<file path="src/rtl/pipeline_stall_ctrl.sv">
// Pipeline stall/flush controller for a 5-stage RISC-V core.
// Arbitrates between load-use stalls, EX branch redirects and data-memory wait.
// Owns a memory-wait timeout that aborts a hung access and produces a bus error pulse.
// Keeps three wrapping performance counters (stall, flush and wait cycles).
module pipeline_stall_ctrl #(
    parameter int TIMEOUT = 64,
    parameter int CNT_W   = 32
) (
    input  logic             clk_i,
    input  logic             rst_i,
    input  logic             stall_en_i,
    input  logic             branch_taken_i,
    input  logic             dmem_req_i,
    input  logic             dmem_ready_i,
    input  logic             cnt_clr_i,
    output logic             pc_we_o,
    output logic             if_id_we_o,
    output logic             if_id_flush_o,
    output logic             id_ex_we_o,
    output logic             id_ex_flush_o,
    output logic             ex_mem_we_o,
    output logic             ex_mem_flush_o,
    output logic             mem_wb_flush_o,
    output logic             bus_err_o,
    output logic [CNT_W-1:0] stall_cnt_o,
    output logic [CNT_W-1:0] flush_cnt_o,
    output logic [CNT_W-1:0] wait_cnt_o
);

    typedef enum logic [1:0] {
        ST_RUN   = 2'd0,
        ST_WAIT  = 2'd1,
        ST_ABORT = 2'd2
    } state_t;

    // Timeout threshold widened by one bit so it can be compared with timer + 1.
    localparam logic [16:0] TIMEOUT_L = 17'(TIMEOUT);

    // Counter event index: 0 = load-use stall, 1 = branch flush, 2 = memory freeze.
    localparam int NUM_CNT = 3;

    state_t      state_reg, state_next;
    logic [15:0] timer_reg, timer_next;
    logic [16:0] timer_count;
    logic        freeze;
    logic        timeout_hit;
    logic [NUM_CNT-1:0]       evt;
    logic [NUM_CNT*CNT_W-1:0] cnt_flat;

    assign freeze      = dmem_req_i & ~dmem_ready_i;
    // Frozen cycles so far including the current one.
    assign timer_count = {1'b0, timer_reg} + 17'd1;
    assign timeout_hit = (TIMEOUT != 0) && (timer_count == TIMEOUT_L);

    // Next-state, wait timer and Mealy enable/flush decode in priority order.
    always_comb begin
        state_next     = state_reg;
        timer_next     = 16'd0;
        evt            = '0;
        pc_we_o        = 1'b1;
        if_id_we_o     = 1'b1;
        if_id_flush_o  = 1'b0;
        id_ex_we_o     = 1'b1;
        id_ex_flush_o  = 1'b0;
        ex_mem_we_o    = 1'b1;
        ex_mem_flush_o = 1'b0;
        mem_wb_flush_o = 1'b0;
        bus_err_o      = 1'b0;

        if (rst_i) begin
            // Hold every stage and load bubbles everywhere.
            pc_we_o        = 1'b0;
            if_id_we_o     = 1'b0;
            id_ex_we_o     = 1'b0;
            ex_mem_we_o    = 1'b0;
            if_id_flush_o  = 1'b1;
            id_ex_flush_o  = 1'b1;
            ex_mem_flush_o = 1'b1;
            mem_wb_flush_o = 1'b1;
            state_next     = ST_RUN;
        end else if (state_reg == ST_ABORT) begin
            // Timeout recovery: squash the whole pipe, report the error once.
            bus_err_o      = 1'b1;
            pc_we_o        = 1'b0;
            if_id_we_o     = 1'b0;
            id_ex_we_o     = 1'b0;
            ex_mem_we_o    = 1'b0;
            if_id_flush_o  = 1'b1;
            id_ex_flush_o  = 1'b1;
            ex_mem_flush_o = 1'b1;
            mem_wb_flush_o = 1'b1;
            state_next     = ST_RUN;
        end else if (freeze) begin
            // EX is held, so pending branch/stall requests survive the freeze.
            pc_we_o        = 1'b0;
            if_id_we_o     = 1'b0;
            id_ex_we_o     = 1'b0;
            ex_mem_we_o    = 1'b0;
            mem_wb_flush_o = 1'b1;
            evt[2]         = 1'b1;
            timer_next     = (timer_reg == 16'hFFFF) ? timer_reg : timer_count[15:0];
            state_next     = timeout_hit ? ST_ABORT : ST_WAIT;
        end else begin
            state_next = ST_RUN;
            if (branch_taken_i) begin
                // Wrong-path IF and ID instructions are squashed; a stall is moot.
                if_id_flush_o = 1'b1;
                id_ex_flush_o = 1'b1;
                evt[1]        = 1'b1;
            end else if (stall_en_i) begin
                // Hold PC and IF/ID, insert a bubble into EX.
                pc_we_o       = 1'b0;
                if_id_we_o    = 1'b0;
                id_ex_flush_o = 1'b1;
                evt[0]        = 1'b1;
            end
        end
    end

    // State and wait-timer registers.
    always_ff @(posedge clk_i) begin
        if (rst_i) begin
            state_reg <= ST_RUN;
            timer_reg <= 16'd0;
        end else begin
            state_reg <= state_next;
            timer_reg <= timer_next;
        end
    end

    // One wrapping counter per event; clear beats a same-cycle increment.
    for (genvar gi = 0; gi < NUM_CNT; gi++) begin : g_cnt
        logic [CNT_W-1:0] cnt_reg;

        // Counter register for event gi.
        always_ff @(posedge clk_i) begin
            if (rst_i || cnt_clr_i) begin
                cnt_reg <= '0;
            end else if (evt[gi]) begin
                cnt_reg <= cnt_reg + CNT_W'(1);
            end
        end

        assign cnt_flat[gi*CNT_W +: CNT_W] = cnt_reg;
    end

    assign stall_cnt_o = cnt_flat[0*CNT_W +: CNT_W];
    assign flush_cnt_o = cnt_flat[1*CNT_W +: CNT_W];
    assign wait_cnt_o  = cnt_flat[2*CNT_W +: CNT_W];

endmodule

</file>
<file path="config.mk">
export PLATFORM = sky130hd
export DESIGN_NAME = pipeline_stall_ctrl
export DESIGN_NICKNAME = d
export VERILOG_FILES = /design/src/rtl/pipeline_stall_ctrl.sv
export SDC_FILE = /design/constraint.sdc
export NUM_CORES = 1
export LEC_CHECK = 0
export ABC_AREA = 1
export BUFFER_PORTS_ARGS = -buffer_cell sky130_fd_sc_hd__buf_2
export CAP_MARGIN = 5
export CORE_ASPECT_RATIO = 1.75
export CORE_UTILIZATION = 25
export DETAILED_ROUTE_END_ITERATION = 16
export PLACE_DENSITY_LB_ADDON = 0.05
export SLEW_MARGIN = 20
export SYNTH_ARGS = -nofsm -noshare
export SYNTH_HDL_FRONTEND = slang
export SYNTH_SLANG_ARGS = --single-unit
</file>
<file path="constraint.sdc">
create_clock -name clk_i -period 1.38 [get_ports clk_i]
set_input_delay 0.069 -clock clk_i [delete_from_list [all_inputs] [get_ports clk_i]]
set_output_delay 0.069 -clock clk_i [all_outputs]
set_load 0.02 [all_outputs]
</file>
==> results of run 1 <==
## per-layer routing
metal / track usage / up-vias
li1: - / 3906
met1: 0.173 / 3387
met2: 0.361 / 96
met3: 0.0504 / 28
met4: 0.0690 / 0
met5: 0 / -
## cell type report
class | count | share of cell area
inverters | 124 | 0.0434
well taps | 316 | 0.0359
clock buffers | 26 | 0.0444
multi-input cells | 742 | 0.414
repair buffers | 364 | 0.241
clock inverters | 6 | 0.00273
flip-flops and latches | 114 | 0.218
## report_power, final
group	internal, W	leakage, nW	switching (W)
Sequential	0.00327	0.954	0.00000833
Combinational	0.000198	3.72	0.000256
Clock	0.00241	0.262	0.00161
## per-stage QoR
step	area, um^2	util	TNS [ps]	power [W]
after floorplan	6670	-	-1000	0.00356
after global placement	9220	0.362	-6590	0.00372
after detailed placement	9220	0.362	-7380	0.00372
after CTS	10300	0.405	-7970	0.00790
after global routing	11000	0.433	-17130	0.00809
final	11000	0.433	-6990	0.00775
## placed cells by master (no fill, tap or decap), types with 8 or more instances in the layout
cell type  Yosys  final
o21ai_2        0     10
clkbuf_16      0     17
inv_1        113    104
buf_2          1    103
dfxtp_2        0     44
nand2_4       10     21
inv_2          9     14
a21oi_2        0     15
nor2_4        11     40
nor3_1        30     19
xor2_1        14     12
nand2_2        6     43
nor2_2        15     34
nand3_1       51     31
nand2_1      277    228
dfxtp_4        0     16
nand4_1       26     26
dfxtp_1      114     54
o21ai_1        8     22
a21oi_1       49     34
buf_6          0     19
nand3_2        1     16
buf_4          4    232
nor3_2         2      8
nor2_1       165    117
## synthesized netlist by cell type, drive strengths merged
library cell	n
nand3	52
ha	4
o21ai	40
and2	1
a31o	1
nand4	26
clkbuf	10
buf	6
inv	122
nor3	34
clkinv	2
a21oi	50
and3	2
nor2b	1
xnor2	4
o21a	3
xor2	14
nor4	1
nor2	198
nor3b	2
nand3b	6
o21bai	4
or2	1
dfxtp	114
nand2	294
a31oi	4
## cell families after synthesis
group / count (synthesis)
AO/OA/AOI/OAI: 102
XOR/XNOR: 18
adder cells (fa/ha/maj): 4
buffers and inverters: 140
flip-flops: 114
AND/OR/NAND/NOR: 618
## timing repair
| item | 4_1_cts | 5_1_grt |
|---|---|---|
| cloned | 1 | 0 |
| pin swaps | 55 | 65 |
| endpoints found under the setup margin | 100 | 118 |
| resized for setup | 142 | 155 |
| buffers inserted | 15 | 27 |
## worst max-delay path: cells and delay by family, from the launching register on
family	cells	cell delay [ps]
fa+ha+maj	1	180
simple gates	10	940
flops	1	360
## path summary, 6_finish.rpt
path	to	slack (ps)	depth (start not counted)
min reg2reg	flush_cnt_o[5]	450	1
min	flush_cnt_o[20]	110	5
max reg2reg	state_reg[0]	-170	11
max	state_reg[0]	-170	11
==> results.yml, run 1 <==
die:
  core_um2: 25400
  die-height_um: 215
  fp-row-count: 77
  die_width_um: 124
  io_pins: 112
  start_util: 0.256
  dieArea_um2: 26700
route:
  postRouteAntennaNets: 0
  dr_wl_met2_um: 13800
  firstDrtPassIters: 4
  routed_via_density: 4.38
  routed_wl_um: 23900
  top_layer: "met4"
  dr_wl_met3_um: 819
  drt_iter0_drc: 178
  vias: 7417
  wl_met1_um: 8670
  drc: 0
  routedWlPerCell_um: 14.1
timing:
  slew_headroom: 0.790
  hold-worst-slack_ps: 112
  setup_ws_ps: -173
  slew_violations: 0
  grt_setup_unrepaired: "yes"
  hold_viol: 0
  setup_viol: 100
  tightest_slew_ps: 313
  layout_min_cycle_time_ps: 1550
  clock_skew_ps: 6.91
  period_share: 1.13
  fmax_ghz: 0.644
power_and_ir_drop:
  ir_drop_uv: 892
  p_per_area_nw_per_um2: 704
  leakagePower_nw: 4.93
setup_path:
  slowest_stage: "dfxtp_4"
  worstPathCellList: "ha_4 -> nand2_4 -> nor2_4 -> nand2_2 -> nor2_4 -> nor2_2 -> nand2_1 -> nor2_2 -> nand2_2 -> nor2_1 -> nor2_1"
  required_ps: 1750
  start_kind: "register"
  rr_startpoint: "timer_reg[1]"
  crit_arrival_ps: 1920
  cp-startpoint: "timer_reg[1]"
  slowest_delay_ps: 360
  critPathCaptureType: "register"
  cp_max_fo: 6
  path_class: "reg -> reg"
yosys:
  yosys-top-cells-area: "dfxtp_1 (35%), nand2_1 (16%), nor2_1 (9.5%), inv_1 (6.5%), nand3_1 (3.9%)"
  synth_nets: 1007
  synth_top_cell_by_area: "dfxtp_1"
  synth-compound-area-share: 0.0843
  ys_seq_area_frac: 0.351
  synth_adder_area_share: 0.00770
  synthMuxAreaShare: 0
  synth_xor_area_frac: 0.0242
  synth_top_family_by_area: "simple AND/OR/NAND/NOR gates"
  netlist_instances: 996
  synth_cell_type_count: 40
  yosysTopAreaCellShare: 0.351
  mappedNetlistArea_um2: 6500
  synth_simple_gate_area_share: 0.449
  syn_avg_cell_area_um2: 6.53
  yosysWarnings: 0
  ys_ff_latch: 114
global_routing:
  grt_first_pass_wirelength_um: 36500
  grt_overflow: 0
  grt_usage: 0.184
  grt_max_degree: 29
  antenna_found_initial: 0
  grt_pass1_vias: 7249
job:
  cap_violations: 0
clocking:
  clock_sinks: 114
  clk_path_buf_depth: 2
  htree_levels: 4
  tritoncts: "done"
  root_buffer: "clkbuf_16"
  clkTransAtPathRegs_ps: 60
  clk_latency_ps: 440
  cts_hold_buf: 0
  numCtsBuffers: 17
place:
  place_ws_ps: -240
  gp_congestion: 0.803
  hpwl_um: 18600
  io_buffer_count: 111
  place_inst: 1622
hold_path:
  holdCritStartpoint: "cnt_clr_i"
  min_path_type: "in -> reg"
finish:
  seq_area_um2: 2400
  fin_nets: 1374
  fill_cells: 2726
  fin_cells: 1692
  diodes: 0
  drive_above_1_share: 0.503
  area_growth_pct: 69.3
  multiInputGateArea_um2: 4560
outcome:
  status: "finished with violations"
  violations: "setup timing"
Power figures use the tool's default switching activity.
==> run 2, diff against run 1 <==
--- a/config.mk
+++ b/config.mk
@@ -5,13 +5,13 @@
 export SDC_FILE = /design/constraint.sdc
 export NUM_CORES = 1
 export LEC_CHECK = 0
-export ABC_AREA = 1
 export BUFFER_PORTS_ARGS = -buffer_cell sky130_fd_sc_hd__buf_2
 export CAP_MARGIN = 5
 export CORE_ASPECT_RATIO = 1.75
 export CORE_UTILIZATION = 25
 export DETAILED_ROUTE_END_ITERATION = 16
 export PLACE_DENSITY_LB_ADDON = 0.05
+export RECOVER_POWER = 25
 export SLEW_MARGIN = 20
 export SYNTH_ARGS = -nofsm -noshare
 export SYNTH_HDL_FRONTEND = slang
==> constraint.sdc (replaced) <==
create_clock -name clk_i -period 1.5 [get_ports clk_i]
set_input_delay 0.075 -clock clk_i [delete_from_list [all_inputs] [get_ports clk_i]]
set_output_delay 0.075 -clock clk_i [all_outputs]
set_load 0.02 [all_outputs]
==> run 2 against run 1 <==
  * The run still ends with setup timing left
  * Highest routed layer unchanged
  * Hold slack improved by 15 ps
  * Total power fell by 7.7%
  * Worst setup slack got worse by 54 ps
  * Clock skew barely moved
  * Cell area fell by 11%
  * Critical path depth fell by 6
  * First-iteration DRC count fell by 3.4%
  * Clock power fell by 4%
  * Count of clock-buffer cells in the layout rose by 1
  * Global-route usage fell by 0.74 points
  * Combinational power fell by 30%
  * Die area fell by 15%
==> results.yml, run 2 <==
yosys:
  ys_seq_area_frac: 0.415
  synth_top_cell_by_area: "dfxtp_1"
  yosys-top-cells-count: "dfxtp_1 (114), nor2_1 (66), a21oi_1 (58)"
  yosysWarnings: 0
  ys_ff_latch: 114
  synth_nets: 669
  yosysMostFrequentCell: "dfxtp_1"
  synth_cell_type_count: 45
  netlist_instances: 658
  synth_edf_count: 0
  async_flop_share: 0
  syn_avg_cell_area_um2: 8.36
  synth_ff_type: "dfxtp_1"
  yosys-top-cells-area: "dfxtp_1 (42%), xnor2_1 (7.3%), a21oi_1 (5.3%), nor2_1 (4.5%), nand4_1 (4.0%)"
  yosysTopAreaCellShare: 0.415
  mappedNetlistArea_um2: 5500
die:
  fp-row-count: 71
  die_width_um: 114
  dieArea_um2: 22600
  io_pins: 112
  die-height_um: 198
  core_um2: 21500
  start_util: 0.256
timing:
  slew_violations: 0
  setup_ws_ps: -227
  setup_viol: 70
  grt_setup_unrepaired: "yes"
  slew_headroom: 0.683
  layout_min_cycle_time_ps: 1730
  period_share: 1.15
  hold_viol: 0
  tightest_slew_ps: 463
  clock_skew_ps: 7.00
  fmax_ghz: 0.579
  final.setup.tns_ps: -5360
power_and_ir_drop:
  p_clk_frac: 0.541
  pwr-share-seq: 0.414
  p_per_area_nw_per_um2: 727
  leakagePower_nw: 4.10
  power_frac_comb: 0.045
  p_sw_w: 0.00157
  internal-power_w: 0.00558
  ir_drop_uv: 551
  switching_share: 0.220
setup_path:
  cp_max_fo: 3
  required_ps: 1850
  cp-startpoint: "stall_cnt_o[19]"
  path_class: "reg -> reg"
  start_kind: "register"
  critPathCaptureType: "register"
  rr_startpoint: "stall_cnt_o[19]"
  crit_arrival_ps: 2080
finish:
  area_growth_pct: 78.9
  fin_nets: 999
  most-common-layout-cells: "buf_4 (179), buf_2 (75), nor2_1 (60), buf_6 (48)"
  seq_area_um2: 2480
  layout_commonest_cell: "buf_4"
  drive_above_1_share: 0.531
  fill_cells: 2238
  multiInputGateArea_um2: 3840
  fin_cells: 1293
  stdcell_area_um2: 9830
  diodes: 0
global_routing:
  grt_overflow: 0
  antenna_found_initial: 0
  grt_max_degree: 48
  grt_usage: 0.177
  grt_pass1_vias: 6315
  grt_first_pass_wirelength_um: 31100
clocking:
  clk_latency_ps: 420
  htree_levels: 4
  clock_sinks: 114
  clk_path_buf_depth: 2
  root_buffer: "clkbuf_16"
  clkTransAtPathRegs_ps: 50
  numCtsBuffers: 17
  tritoncts: "done"
place:
  place_ws_ps: -257
  hpwl_um: 13900
  io_buffer_count: 111
  gp_congestion: 0.769
  placed_cell_area_um2: 8030
  place_inst: 1215
route:
  drt_iter0_drc: 172
  routed_wl_um: 19500
  routedWlPerCell_um: 15.1
  postRouteAntennaNets: 0
  firstDrtPassIters: 4
  drc: 0
  routed_via_density: 4.75
  vias: 6141
hold_path:
  holdCritStartpoint: "rst_i"
  min_path_type: "in -> reg"
outcome:
  violations: "setup timing"
  status: "finished with violations"
job:
  cap_violations: 0
run 2: cell types whose count changed after synthesis, sizes merged, moves of 25 or more:
cell | before | now
nand2 | 294 | 50
inv | 122 | 16
or3 | 0 | 35
xnor2 | 4 | 46
nor2 | 198 | 66
nor4 | 1 | 26
run 2: power by group through the flow:
stage | registers [W] | logic [W] | clock network, W
2_1_floorplan | 0.00303 | 0.000112 | 0
3_5_place_dp | 0.00303 | 0.000218 | 0
5_1_grt | 0.00296 | 0.000342 | 0.00414
3_3_place_gp | 0.00303 | 0.000217 | 0
6_report | 0.00296 | 0.000319 | 0.00387
4_1_cts | 0.00296 | 0.000286 | 0.00400
run 2: through the flow:
| stage | hold WS [ps] | utilization | power (W) |
|---|---|---|---|
| after global routing | 135 | 0.457 | 0.00744 |
| after CTS | 105 | 0.431 | 0.00724 |
| after floorplan | 230 | - | 0.00315 |
| final | 127 | 0.457 | 0.00715 |
| after global placement | 376 | 0.373 | 0.00325 |
| after detailed placement | 384 | 0.373 | 0.00325 |
run 2: layout make-up:
type,instances,share of cell area
Clock buffer,27,0.0522
Multi-Input combinational cell,500,0.390
Sequential cell,114,0.253
Timing Repair Buffer,339,0.257
Tap cell,292,0.0372
Clock inverter,5,0.00496
Inverter,16,0.00636
run 2: what timing repair did:
action / 4_1_cts / 5_1_grt
endpoints found under the setup margin: 84 / 93
endpoints found under the hold margin: 2 / 0
gates resized for setup: 115 / 91
hold buffers: 1 / 0
cloned: 2 / 4
setup buffers: 22 / 24
pin swaps: 75 / 71
run 2: kinds of logic (layout without fill, tap and decap cells):
group / count (synthesis) / in the layout / synth area share
xor+xnor: 64 / 64 / 0.102
flops: 114 / 114 / 0.415
simple gates: 316 / 316 / 0.321
fa+ha+maj: 4 / 4 / 0.00910
mux: 4 / 4 / 0.00728
buf+inv: 44 / 387 / 0.0341
compound gates: 112 / 112 / 0.111
run 2: per-layer routing:
metal / wire length (um) / GRT usage / share of wire / up-vias
met2: 11000 / 0.343 / 0.56 / 93
met3: 637 / 0.0386 / 0.033 / 22
met4: 335 / 0.0625 / 0.017 / 0
met5: 0 / 0 / 0 / -
li1: - / - / - / 3053
met1: 7500 / 0.181 / 0.39 / 2973
run 2: final timing paths:
kind / end / depth (start not counted) / slack (ps)
worst max-delay path: stall_cnt_o[28] / 5 / -230
worst min-delay path: stall_cnt_o[12] / 4 / 130
worst max register to register: stall_cnt_o[28] / 5 / -230
worst min register to register: wait_cnt_o[31] / 2 / 480
run 2: worst max-delay path: stages, from the launching register on:
cell     delay, ps
dfxtp_4        340
nand4_1        190
buf_4          210
or4_1          420
or3_1          360
a21oi_1        140
